## config.mk

```make
export PLATFORM = sky130hd
export DESIGN_NAME = conv16_feeder
export DESIGN_NICKNAME = d
export VERILOG_FILES = /design/src/rtl/conv16_feeder.sv
export SDC_FILE = /design/constraint.sdc
export NUM_CORES = 1
export LEC_CHECK = 0
export ABC_AREA = 0
export CAP_MARGIN = 25
export CORE_UTILIZATION = 40
export CTS_CLUSTER_DIAMETER = 80
export DETAILED_ROUTE_END_ITERATION = 10
export PLACE_DENSITY_LB_ADDON = 0.2
export SYNTH_ARGS = -nofsm -noshare
export SYNTH_HDL_FRONTEND = slang
export SYNTH_SLANG_ARGS = --single-unit
```

## constraint.sdc

```tcl
create_clock -name clk -period 4.2 [get_ports clk]
set_input_delay 1.05 -clock clk [delete_from_list [all_inputs] [get_ports clk]]
set_output_delay 1.05 -clock clk [all_outputs]
set_load 0.05 [all_outputs]
```

## src/rtl/conv16_feeder.sv

```systemverilog
// Purpose : feeds the 16-row 3x3 convolution core with image columns and kernel taps, then drains and signals done.
// Latency : one cycle from an accepted column (s_valid & s_ready) to o_rows/o_f*/o_en.
// Backpr. : s_ready is high only in STREAM; stalled beats freeze o_rows/o_f* and drop o_en.
//
// Ports:
//   clk, rst              clock, synchronous active-high reset
//   start                 one-cycle pulse that begins a tile (honoured only when idle)
//   w_we/w_addr/w_data    kernel write port, k[r][c] at r*3+c (0..8), idle only
//   s_valid/s_ready/s_data  16-pixel column stream, row k at [k*WIDTH +: WIDTH]
//   o_rows                registered column to the core, same packing as s_data
//   o_f1/o_f2/o_f3        kernel rows 0/1/2 tap for the current column step
//   o_en                  core step enable
//   busy                  tile in progress (any state but IDLE)
//   o_done                one-cycle pulse when the tile completes
module conv16_feeder #(
    parameter int WIDTH     = 8,
    parameter int TILE_COLS = 16,
    parameter int DRAIN_CYC = 3
) (
    input  logic                  clk,
    input  logic                  rst,
    input  logic                  start,
    input  logic                  w_we,
    input  logic [3:0]            w_addr,
    input  logic [WIDTH-1:0]      w_data,
    input  logic                  s_valid,
    output logic                  s_ready,
    input  logic [16*WIDTH-1:0]   s_data,
    output logic [16*WIDTH-1:0]   o_rows,
    output logic [WIDTH-1:0]      o_f1,
    output logic [WIDTH-1:0]      o_f2,
    output logic [WIDTH-1:0]      o_f3,
    output logic                  o_en,
    output logic                  busy,
    output logic                  o_done
);

    localparam int CW = $clog2(TILE_COLS + 1);
    localparam int DW = $clog2(DRAIN_CYC + 1);
    localparam logic [CW-1:0] LAST_COL = CW'(TILE_COLS - 1);
    localparam logic [DW-1:0] LAST_DRN = DW'(DRAIN_CYC - 1);

    typedef enum logic [1:0] {
        ST_IDLE   = 2'd0,
        ST_STREAM = 2'd1,
        ST_DRAIN  = 2'd2,
        ST_DONE   = 2'd3
    } state_t;

    state_t                state_q, state_d;
    logic [CW-1:0]         col_q, col_d;
    logic [DW-1:0]         drn_q, drn_d;
    logic [WIDTH-1:0]      kern_q [9];
    logic [WIDTH-1:0]      kern_d [9];
    logic [16*WIDTH-1:0]   rows_q, rows_d;
    logic [WIDTH-1:0]      f1_q, f1_d;
    logic [WIDTH-1:0]      f2_q, f2_d;
    logic [WIDTH-1:0]      f3_q, f3_d;
    logic                  en_q, en_d;
    logic                  beat;

    assign s_ready = (state_q == ST_STREAM);
    assign beat    = s_valid & s_ready;
    assign busy    = (state_q != ST_IDLE);
    assign o_done  = (state_q == ST_DONE);
    assign o_rows  = rows_q;
    assign o_f1    = f1_q;
    assign o_f2    = f2_q;
    assign o_f3    = f3_q;
    assign o_en    = en_q;

    always_comb begin
        state_d = state_q;
        col_d   = col_q;
        drn_d   = drn_q;
        kern_d  = kern_q;
        rows_d  = rows_q;
        f1_d    = f1_q;
        f2_d    = f2_q;
        f3_d    = f3_q;
        en_d    = 1'b0;

        case (state_q)
            ST_IDLE: begin
                rows_d = '0;
                f1_d   = '0;
                f2_d   = '0;
                f3_d   = '0;
                col_d  = '0;
                drn_d  = '0;
                // Addresses 9..15 match no entry and are silently dropped.
                for (int i = 0; i < 9; i++) begin
                    if (w_we && (w_addr == 4'(i))) begin
                        kern_d[i] = w_data;
                    end
                end
                if (start) begin
                    state_d = ST_STREAM;
                end
            end

            ST_STREAM: begin
                // Without a beat everything holds and o_en falls (default).
                if (beat) begin
                    rows_d = s_data;
                    en_d   = 1'b1;
                    f1_d   = '0;
                    f2_d   = '0;
                    f3_d   = '0;
                    // Only the first three columns of a tile carry kernel taps.
                    for (int c = 0; c < 3; c++) begin
                        if (col_q == CW'(c)) begin
                            f1_d = kern_q[c];
                            f2_d = kern_q[3 + c];
                            f3_d = kern_q[6 + c];
                        end
                    end
                    col_d = col_q + CW'(1);
                    if (col_q == LAST_COL) begin
                        state_d = ST_DRAIN;
                        drn_d   = '0;
                    end
                end
            end

            ST_DRAIN: begin
                rows_d = '0;
                f1_d   = '0;
                f2_d   = '0;
                f3_d   = '0;
                en_d   = 1'b1;
                drn_d  = drn_q + DW'(1);
                if (drn_q == LAST_DRN) begin
                    state_d = ST_DONE;
                end
            end

            ST_DONE: begin
                rows_d  = '0;
                f1_d    = '0;
                f2_d    = '0;
                f3_d    = '0;
                state_d = ST_IDLE;
            end

            default: begin
                state_d = ST_IDLE;
            end
        endcase
    end

    always_ff @(posedge clk) begin
        if (rst) begin
            state_q <= ST_IDLE;
            col_q   <= '0;
            drn_q   <= '0;
            for (int i = 0; i < 9; i++) begin
                kern_q[i] <= '0;
            end
            rows_q  <= '0;
            f1_q    <= '0;
            f2_q    <= '0;
            f3_q    <= '0;
            en_q    <= 1'b0;
        end else begin
            state_q <= state_d;
            col_q   <= col_d;
            drn_q   <= drn_d;
            for (int i = 0; i < 9; i++) begin
                kern_q[i] <= kern_d[i];
            end
            rows_q  <= rows_d;
            f1_q    <= f1_d;
            f2_q    <= f2_d;
            f3_q    <= f3_d;
            en_q    <= en_d;
        end
    end

endmodule
```

# Word level (Yosys, flattened, before mapping)
# Cells that the tools add are included.
word_totals:
  register_bits: 234
  latch_bits: 0
  ramBits: 0
  mem_bits_ro: 0
  inputBits: 145
  elab_cells: 96
  n_memories: 0
op_classes:
  n_addsub: 2
  mul: 0
  div: 0
  n_lt_le_gt_ge: 0
  n_eq_ne: 19
  n_shift: 0
  n_mux: 29
  bitwise_logic: 1
  reduce_logical: 28
op_table:
  columns: ["op", "n"]
  rows:
  - ["128-bit one-hot mux with 2 select lines", 1]
  - ["128-bit two-way mux", 1]
  - ["8-bit two-way mux", 12]
  - ["8-bit one-hot mux with 2 select lines", 3]
  - ["2-bit AND reduction", 10]
  - ["4-bit by 3-bit equality test with 1-bit output (second input constant)", 4]
  - ["2-bit two-way mux", 6]
  - ["5-bit one-hot mux with 2 select lines", 1]
  - ["1-bit logical AND", 9]
  - ["4-bit by 2-bit equality test with 1-bit output (second input constant)", 2]
  - ["2-bit one-hot mux with 4 select lines", 1]
  - ["2-bit equality test (second input constant)", 3]
  - ["2-bit one-hot mux with 3 select lines", 1]
  - ["5-bit by 1-bit adder with 5-bit output (second input constant)", 1]
  - ["5-bit by 1-bit equality test with 1-bit output (second input constant)", 1]
  - ["5-bit by 2-bit equality test with 1-bit output (second input constant)", 1]
  - ["5-bit by 4-bit equality test with 1-bit output (second input constant)", 1]
  - ["5-bit logical NOT", 1]
  - ["5-bit two-way mux", 1]
  - ["4-bit by 1-bit equality test with 1-bit output (second input constant)", 1]
  - ["4-bit equality test (second input constant)", 1]
  - ["4-bit logical NOT", 1]
  - ["2-bit by 1-bit != test with 1-bit output (second input constant)", 2]
  - ["2-bit != test (second input constant)", 2]
  - ["11 further kinds", 12]

# Depth between registers and ports, before layout
# Gate-level depths: netlist of the first run.
logic_depth:
  depth_word: 6
  mapped_depth: 8

# Worst setup path after synthesis of the first run
# No wires, ideal clock.
synth_timing:
  kind: "register -> output"
  startpoint: "register state_q[0]"
  endpoint: "output busy"
  arrival_time_ps: 1014
  required_ps: 3150
  slack_ps: 2136
  path_stages_with_launch: 4
  cell_sequence: "dfxtp_1 inv_1 ha_1 inv_1"
synth_between:
  elab_chain_cells: 1
synth_lines:
  columns: ["item", "line", "text"]
  rows:
  - ["from (decl)", "50", "state_t state_q, state_d;"]
  - ["from (signal assigned)", "166", "state_q <= state_d;"]
  - ["2-bit nonzero test", "64", "assign busy = (state_q != ST_IDLE);"]
  - ["to (decl)", "34", "output logic busy,"]
# Every way passes these cells.

# Final worst setup path of the first run
layout_timing:
  startpoint: "register state_q[1]"
  endpoint: "output s_ready"
layout_between:
  elab_chain_cells: 1
layout_lines:
  columns: ["item", "line", "text"]
  rows:
  - ["2-bit by 1-bit equality test with 1-bit output", "62", "assign s_ready = (state_q == ST_STREAM);"]
  - ["to (decl)", "27", "output logic s_ready,"]
# Every way passes these cells.

==> run_results.csv, run 1 <==
group,metric,value,unit
die,row_count,54,
cts,cts_tree,"done",
timing,worst_pin_slew,0.7075,ns
finish,fillCellCount,1914,
synthesis,ys_seq_area_share,51.68,%
setup_path,crit_path_max_incr_delay,0.89,ns
drt,finalWirelength,26310,um
finish,area_growth,43.95,%
pwr,power.leakage,5.411,nW
finish,final_net_count,1333,
drt,wl_per_cell,17.82,um
drt,drc_errors,5,
cts,postCtsHoldBufs,0,
timing,hold_violations,0,
cts,cts_inserted_buffers,26,
cts,htree_num_levels,1,
setup_path,critPathMaxFanout,10,
setup_path,endpoint_kind,"output port",
cts,cts_root_buf,"clkbuf_16",
timing,finalCritPeriodShare,79.84,%
global_routing,grt_pass1_vias,7205,
cts,clkTransAtPathRegs,0.06,ns
flow_run,cap_violations,0,
synthesis,ys_ff_latch,234,
drt,num_vias,7318,
outcome,violations,"DRC",
synthesis,ys_warn_count,0,
drt,drt_iter0_markers,335,
timing,period_minus_slack,3.353,ns
cts,cts.sinks,234,
finish,layout_common_cells,"clkdlybuf4s50_1 (299), dfxtp_1 (234), mux2i_1 (201), nor2_1 (137), nand2_1 (107)",
cts,postCtsSetupRepairBufs,0,
finish,multiInputGateArea,0.004044,mm2
die,core_area,0.02203,mm2
setup_path,crit_arrival,2.30,ns
die,dieArea,0.02327,mm2
placed_design,io_buffer_count,300,
synthesis,avgSynthCellArea,10.08,um2
cts,cts_resized,0,
global_routing,grt_first_pass_wirelength,40550,um
timing,setup_viol,0,
synthesis,yosys.cell_types.count,38,
die,fp.dieW,152.5,um
global_routing,grt-ovfl-total,0,
global_routing,antenna_found_initial,0,
global_routing,grt_max_degree,129,
global_routing,track_usage,22.00,%
drt,drtAntennaViolNets,0,
timing,maxSlewViolCount,0,
synthesis,syn_inst,899,
finish,seq_area,0.004684,mm2
timing,grt_setup_unrepaired,"false",
cts,clock_latency,0.52,ns
outcome,status,"finished with violations",
placed_design,gp_congestion,0.7964,
timing,fmax,298.2,MHz
die,start_util,41.15,%
setup_path,crit_required,3.15,ns
finish,n_antenna_cell,0,
die,ios,301,
timing,finalHoldWorstSlack,0.4567,ns
cts,cts_buffer_depth,3,
worst_hold_path,hold_path_class,"flip-flop to flip-flop",
setup_path,startpoint_type,"flip-flop",
drt,via_per_inst,4.958,
setup_path,path_class,"flip-flop to output port",
synthesis,synth_area,0.009064,mm2
finish,drive_gt1_share,5.184,%
placed_design,post-dp-hpwl,18160,um
pwr,p_per_area,462.1,mW/mm2
synthesis,syn_nets,1055,
timing,slew_headroom,52.83,%
timing,skew,0.007039,ns
drt,first_pass_iters,8,
setup_path,cpMaxStageDelayCell,"clkdlybuf4s50_1",
die,die_y,152.5,um
pwr,vdd_drop_max,0.0003179,V
timing,setup-tns-final,0,ns
setup_path,cp_cell_sequence,"inv_1 > ha_1 > clkdlybuf4s50_1",
finish,final_common_cell,"clkdlybuf4s50_1",
==> flip-flops by register name (all words and copies together), names as in the netlist <==
name	flops
o_rows	128
kern_q	72
state_q	2
drn_q	2
col_q	5
o_f2	8
o_f1	8
o_f3	8
o_en	1
==> area by class of cell <==
type / instances / share of cell area (%)
Inverter: 9 / 0.2589
Timing Repair Buffer: 310 / 23.85
Multi-Input combinational cell: 596 / 30.99
Clock inverter: 5 / 0.2397
Clock buffer: 42 / 6.070
Tap cell: 280 / 2.685
Sequential cell: 234 / 35.90
==> through the flow <==
stage / cells / util [%] / area (um2) / setup WS, ns / total power, mW
detailed placement: 1429 / 55.50 / 12220 / 1.060 / 3.899
CTS: 1476 / 59.24 / 13050 / 0.8349 / 6.092
floorplan: 899 / - / 9064 / 2.136 / 3.370
finish: 1476 / 59.24 / 13050 / 0.8469 / 6.029
global placement: 1428 / 55.43 / 12210 / 1.129 / 3.885
global route: 1476 / 59.24 / 13050 / 0.7764 / 6.273
==> Yosys cell counts <==
| library cell | n | area (um2) |
|---|---|---|
| dfxtp_1 | 234 | 4684 |
| mux2i_1 | 201 | 2012 |
| nor2_1 | 138 | 518.0 |
| nand2_1 | 107 | 401.6 |
| buf_2 | 39 | 195.2 |
| a21oi_1 | 28 | 140.1 |
| o21ai_0 | 27 | 135.1 |
| nand2b_1 | 25 | 156.4 |
| a32o_1 | 24 | 240.2 |
| clkbuf_1 | 13 | 48.80 |
| ha_1 | 11 | 137.6 |
| inv_1 | 9 | 33.78 |
| nand2_2 | 5 | 31.28 |
| buf_6 | 4 | 45.04 |
| nor2b_1 | 3 | 18.77 |
| nor3_1 | 3 | 15.01 |
| a22oi_1 | 2 | 15.01 |
| and2_1 | 2 | 12.51 |
| and4b_1 | 2 | 20.02 |
| buf_1 | 2 | 7.510 |
| buf_4 | 2 | 15.01 |
| or4b_1 | 2 | 20.02 |
| a21boi_4 | 1 | 18.77 |
| a31oi_1 | 1 | 6.260 |
| and2_4 | 1 | 8.760 |
| and3_1 | 1 | 6.260 |
| and4_4 | 1 | 11.26 |
| and4bb_1 | 1 | 12.51 |
| nand3_1 | 1 | 5.000 |
| nand3b_1 | 1 | 7.510 |
| nand4_1 | 1 | 6.260 |
| nand4_2 | 1 | 12.51 |
| nand4_4 | 1 | 21.27 |
| o211a_1 | 1 | 10.01 |
| o311ai_0 | 1 | 8.760 |
| o41ai_1 | 1 | 8.760 |
| or3b_1 | 1 | 8.760 |
| or4_1 | 1 | 7.510 |
==> final timing paths <==
| kind | from | to | slack, ns | cells past startpoint |
|---|---|---|---|---|
| setup / recovery | state_q[1]$_SDFFE_PP0P_ | s_ready | 0.85 | 3 |
| hold / removal | kern_q[29]$_SDFFE_PP0P_ | kern_q[29]$_SDFFE_PP0P_ | 0.46 | 2 |
| setup reg to reg | state_q[0]$_SDFFE_PP0P_ | kern_q[5]$_SDFFE_PP0P_ | 2.20 | 6 |
| hold reg to reg | kern_q[29]$_SDFFE_PP0P_ | kern_q[29]$_SDFFE_PP0P_ | 0.46 | 2 |
==> cell families after synthesis <==
family	synth area share, %
AND/OR/NAND/NOR	14.36
flip-flops	51.68
multiplexers	22.20
AO/OA/AOI/OAI	6.433
buffers and inverters	3.810
adder cells (fa/ha/maj)	1.518
==> per-layer routing <==
metal	up-vias	GRT usage, %	wire length, um	part of all wire, %
met5	-	0	0	0
met4	0	6.686	612	2.3
met3	44	6.712	2116	8.0
met2	224	37.06	12540	48
met1	3438	26.94	11040	42
li1	3612	-	-	-
==> critical path, delay by kind of cell, from the launching register on <==
family | cells | cell delay (ns)
adders and majority gates | 1 | 0.44
DFF | 1 | 0.34
buffers and inverters | 2 | 1.00
==> power breakdown <==
group	internal (mW)	switching, mW	leakage [nW]
logic	0.518	0.906	3.11
clock network	1.29	0.896	0.408
registers	2.35	0.0733	1.89
total	4.15	1.87	5.41
Power figures use the tool's default switching activity.
==> run 2: changes to the inputs <==
==> constraint.sdc (replaced) <==
create_clock -name clk -period 3.5 [get_ports clk]
set_input_delay 0.875 -clock clk [delete_from_list [all_inputs] [get_ports clk]]
set_output_delay 0.875 -clock clk [all_outputs]
set_load 0.05 [all_outputs]
==> run 2 against run 1 <==
  * The flow now finishes without violations
  * Highest routed layer unchanged
  * Largest cell class unchanged
  * Combinational power increased by 20%
  * Critical path type unchanged
  * Clock power increased by 22%
  * Global-route usage decreased by 0.31 points
  * Power increased by 21%
  * Count of clock-buffer cells in the layout decreased by 3
  * Clock skew increased by 0.0044 ns
  * Wire length decreased by 2.8%
  * Setup slack got worse by 0.49 ns
  * Largest power group unchanged
==> run_results.csv, run 2 (synthesized netlist as in run 1, its figures left out) <==
group,metric,value,unit
pwr,power.leakage,5.418,nW
pwr,share_seq_of_total_power,40.0,%
setup_path,cp_cell_sequence,"inv_1 > ha_1 > inv_1 > clkdlybuf4s50_1",
cts,cts_buffer_depth,3,
pwr,p_sw,2.237,mW
cts,cts.sinks,234,
pwr,p_total,7.272,mW
timing,slew_headroom,58.45,%
drt,drc_errors,0,
timing,maxSlewViolCount,0,
die,dieArea,0.02327,mm2
finish,largest_register_ffs,128,
finish,final_net_count,1332,
setup_path,crit_path_max_incr_delay,0.80,ns
die,die_y,152.5,um
placed_design,post-dp-hpwl,17350,um
placed_design,io_buffer_count,300,
pwr,p_int,5.035,mW
drt,drtAntennaViolNets,0,
pwr,combPwrFrac,23.3,%
drt,wl_per_cell,17.31,um
finish,fillCellCount,1905,
cts,postCtsHoldBufs,0,
cts,cts_tree,"done",
global_routing,grt_max_degree,88,
setup_path,cpMostUsedCell,"inv_1",
finish,drive_gt1_share,5.276,%
timing,period_minus_slack,3.145,ns
timing,finalCritPeriodShare,89.86,%
setup_path,crit_arrival,2.27,ns
setup_path,crit_required,2.62,ns
timing,setup-tns-final,0,ns
die,start_util,41.15,%
die,fp.dieW,152.5,um
pwr,p_sw_share,30.76,%
finish,postLayoutCellArea,0.01309,mm2
timing,grt_setup_unrepaired,"false",
cts,clkTransAtPathRegs,0.06,ns
global_routing,grt_first_pass_wirelength,40230,um
timing,fmax,318.0,MHz
setup_path,critPathMaxFanout,9,
setup_path,cpMaxStageDelayCell,"clkdlybuf4s50_1",
drt,finalWirelength,25570,um
pwr,power.share.clock,36.7,%
outcome,status,"completed",
drt,num_vias,7260,
global_routing,track_usage,21.69,%
finish,layout_common_cells,"clkdlybuf4s50_1 (299), dfxtp_1 (234), mux2i_1 (201), nor2_1 (137), nand2_1 (107)",
finish,area_growth,44.37,%
finish,final_common_cell,"clkdlybuf4s50_1",
timing,finalHoldWorstSlack,0.4547,ns
cts,cts_root_buf,"clkbuf_16",
cts,htree_num_levels,1,
worst_hold_path,min_path_cells,2,
die,core_area,0.02203,mm2
timing,worst_pin_slew,0.6213,ns
timing,skew,0.01141,ns
cts,cts_resized,0,
global_routing,grt_pass1_vias,7277,
pwr,vdd_drop_max,0.0003374,V
flow_run,cap_violations,0,
timing,setup_viol,0,
worst_hold_path,hold_path_class,"flip-flop to flip-flop",
drt,drt_iter0_markers,336,
cts,clock_latency,0.51,ns
placed_design,gp_congestion,0.7811,
setup_path,path_buf_inv,3,
pwr,p_per_area,555.7,mW/mm2
global_routing,grt-ovfl-total,0,
global_routing,antenna_found_initial,3,
die,ios,301,
setup_path,cp.depth,4,
die,row_count,54,
setup_path,r2r_cells,5,
drt,via_per_inst,4.915,
cts,cts_inserted_buffers,26,
cts,postCtsSetupRepairBufs,0,
setup_path,endpoint_kind,"output port",
setup_path,cp_top_family,"buffers and inverters",
setup_path,path_class,"flip-flop to output port",
drt,first_pass_iters,6,
timing,hold_violations,0,
placed_design,dpl_cell_area,0.01223,mm2
setup_path,startpoint_type,"flip-flop",
run 2: cell count changes in the layout (fill, tap and decap cells not counted), sizes merged:
cell and delta:
clkinvlp +1, clkinv +1, buf -1, clkbuf -3, bufinv +1, diode +3
inv -1
run 2: layer usage:
metal	GRT usage, %	vias up	part of all wire (%)
met5	0	-	0
li1	-	3609	-
met2	37.44	197	49
met3	6.598	34	7.2
met4	6.975	0	2.4
met1	25.70	3420	42
run 2: final cells by class:
class / count / area (um2) / area share (%)
timing repair buffer: 309 / 3122 / 23.86
clock inverter: 7 / 62.56 / 0.4781
clock buffer: 39 / 780.7 / 5.967
inverter: 9 / 33.78 / 0.2582
antenna: 3 / 7.507 / 0.05737
sequential: 234 / 4684 / 35.80
tap: 280 / 350.3 / 2.677
multi-input combinational: 596 / 4044 / 30.90
run 2: power by group through the flow:
stage          Sequential (mW)  Combinational (mW)  Clock [mW]
2_1_floorplan             3.37               0.671           0
3_3_place_gp              2.96                1.70           0
3_5_place_dp              2.96                1.70           0
4_1_cts                   2.91                1.71        2.73
5_1_grt                   2.92                1.81        2.83
6_report                  2.91                1.70        2.67
run 2: per-stage QoR:
stage          std cells  util [%]  worst slack (ns)
6_report            1477     59.41            0.3551
5_1_grt             1477     59.41            0.2515
4_1_cts             1474     59.37            0.3382
3_5_place_dp        1428     55.54            0.8361
3_3_place_gp        1428     55.54            0.8762
2_1_floorplan        899         -             1.594
run 2: final timing paths:
path	from	slack, ns	end
max	state_q[0]$_SDFFE_PP0P_	0.36	busy
min	kern_q[55]$_SDFFE_PP0P_	0.45	kern_q[55]$_SDFFE_PP0P_
max reg2reg	state_q[0]$_SDFFE_PP0P_	1.43	kern_q[67]$_SDFFE_PP0P_
min reg2reg	kern_q[55]$_SDFFE_PP0P_	0.45	kern_q[55]$_SDFFE_PP0P_
run 2: worst reg2reg max path: stages, from the launching register on:
cell      delay, ns
dfxtp_1        0.35
inv_1          0.11
ha_1           0.44
and4bb_1       0.33
and2_1         0.51
mux2i_1        0.26
==> run 3: changes to the inputs <==
==> constraint.sdc (replaced) <==
create_clock -name clk -period 3.4 [get_ports clk]
set_input_delay 0.85 -clock clk [delete_from_list [all_inputs] [get_ports clk]]
set_output_delay 0.85 -clock clk [all_outputs]
set_load 0.05 [all_outputs]
==> run 3 against run 2 <==
  * Clock skew shrank 0.00084 ns
  * Cell area grew 0.39%
  * Global-route usage is essentially flat
  * Largest power group unchanged
==> run_results.csv, run 3 (synthesized netlist as in run 1, its figures left out) <==
group,metric,value,unit
outcome,status,"completed",
drt,via_per_inst,4.900,
cts,clock_latency,0.52,ns
global_routing,grt_pass1_vias,7133,
drt,num_vias,7266,
timing,maxSlewViolCount,0,
drt,drc_errors,0,
placed_design,gp_congestion,0.7887,
timing,grt_setup_unrepaired,"false",
setup_path,r2r_cells,5,
cts,cts_buffer_depth,3,
setup_path,rrSetupSlack,1.30,ns
finish,final_net_count,1335,
timing,worst_pin_slew,0.6778,ns
timing,finalHoldWorstSlack,0.4560,ns
pwr,combPwrFrac,23.1,%
setup_path,path_class,"flip-flop to output port",
global_routing,track_usage,21.66,%
timing,fmax,318.2,MHz
cts,cts_inserted_buffers,26,
worst_hold_path,min_path_cells,2,
timing,hold_violations,0,
drt,wl_per_cell,17.43,um
pwr,p_sw,2.328,mW
global_routing,antenna_found_initial,4,
pwr,p_int,5.255,mW
setup_path,startpoint,"state_q[1]$_SDFFE_PP0P_",
cts,cts.sinks,234,
setup_path,crit_arrival,2.29,ns
timing,finalCritPeriodShare,92.44,%
drt,drtAntennaViolNets,0,
pwr,power.leakage,5.439,nW
drt,drt_iter0_markers,344,
pwr,power.share.clock,37.4,%
finish,area_growth,44.93,%
die,fp.dieW,152.5,um
finish,final_common_cell,"clkdlybuf4s50_1",
timing,period_minus_slack,3.143,ns
die,row_count,54,
global_routing,grt-ovfl-total,0,
drt,first_pass_iters,6,
pwr,p_sw_share,30.70,%
timing,skew,0.01058,ns
cts,cts_tree,"done",
setup_path,endpoint_kind,"output port",
timing,setup-tns-final,0,ns
setup_path,critPathMaxFanout,10,
die,dieArea,0.02327,mm2
die,start_util,41.15,%
finish,final_util,59.64,%
cts,cts_root_buf,"clkbuf_16",
die,core_area,0.02203,mm2
placed_design,post-dp-hpwl,17510,um
finish,drive_gt1_share,5.421,%
global_routing,grt_first_pass_wirelength,40120,um
die,ios,301,
cts,postCtsSetupRepairBufs,0,
pwr,p_per_area,577.2,mW/mm2
placed_design,io_buffer_count,300,
flow_run,cap_violations,0,
die,die_y,152.5,um
global_routing,grt_max_degree,129,
cts,htree_num_levels,1,
setup_path,crit_required,2.55,ns
timing,slew_headroom,54.68,%
pwr,share_seq_of_total_power,39.5,%
finish,largest_register_ffs,128,
setup_path,reg2reg_from,"state_q[0]$_SDFFE_PP0P_",
finish,layout_common_cells,"clkdlybuf4s50_1 (299), dfxtp_1 (234), mux2i_1 (201), nor2_1 (137), nand2_1 (107)",
cts,clkTransAtPathRegs,0.06,ns
setup_path,cp-endpoint,"s_ready",
cts,postCtsHoldBufs,0,
setup_path,reg2reg_to,"kern_q[7]$_SDFFE_PP0P_",
setup_path,startpoint_type,"flip-flop",
timing,setup_viol,0,
pwr,vdd_drop_max,0.0003844,V
worst_hold_path,hold_path_class,"flip-flop to flip-flop",
cts,cts_resized,0,
drt,finalWirelength,25850,um
==> run 3: how the worst min path moves through the flow <==
stage | endpoint | slack, ns | from
6_report | kern_q[48]$_SDFFE_PP0P_ | 0.46 | kern_q[48]$_SDFFE_PP0P_
5_1_grt | kern_q[30]$_SDFFE_PP0P_ | 0.47 | kern_q[30]$_SDFFE_PP0P_
4_1_cts | kern_q[48]$_SDFFE_PP0P_ | 0.46 | kern_q[48]$_SDFFE_PP0P_
3_5_place_dp | kern_q[5]$_SDFFE_PP0P_ | 0.45 | kern_q[5]$_SDFFE_PP0P_
3_3_place_gp | kern_q[30]$_SDFFE_PP0P_ | 0.44 | kern_q[30]$_SDFFE_PP0P_
2_1_floorplan | kern_q[0]$_SDFFE_PP0P_ | 0.43 | kern_q[0]$_SDFFE_PP0P_
==> run 3: final cells by class <==
class	count	area, um2
clock inverter	6	93.84
timing repair buffer	312	3139
tap	280	350.3
multi-input combinational	596	4044
fill	1915	8890
inverter	9	33.78
antenna	4	10.01
sequential	234	4684
clock buffer	42	780.7
==> run 3: metal layers <==
| metal | share of wire (%) | up-vias | routed length [um] | track usage (%) |
|---|---|---|---|---|
| met4 | 2.4 | 0 | 632 | 6.830 |
| met5 | 0 | - | 0 | 0 |
| met2 | 48 | 223 | 12400 | 36.60 |
| li1 | - | 3620 | - | - |
| met3 | 7.5 | 41 | 1942 | 6.172 |
| met1 | 42 | 3382 | 10870 | 26.64 |
==> run 3: worst max-delay path, cell delays in order, from the launching register on <==
cell and delay [ns]:
dfxtp_1 0.34, inv_1 0.11, ha_1 0.43, clkdlybuf4s50_1 0.89
==> run 3: power groups by stage <==
stage | registers, mW | logic [mW] | clock network (mW)
5_1_grt | 3.01 | 1.86 | 3.01
4_1_cts | 2.99 | 1.76 | 2.91
3_3_place_gp | 3.04 | 1.74 | 0
3_5_place_dp | 3.05 | 1.75 | 0
6_report | 2.99 | 1.75 | 2.84
2_1_floorplan | 3.47 | 0.690 | 0
==> run 3: through the flow <==
stage	std cells	setup slack [ns]	total power [mW]	cell area, um2
finish	1483	0.2572	7.582	13140
global route	1483	0.1717	7.883	13140
CTS	1479	0.2401	7.659	13130
detailed placement	1431	0.7405	4.801	12250
global placement	1430	0.7439	4.781	12220
floorplan	899	1.494	4.163	9064
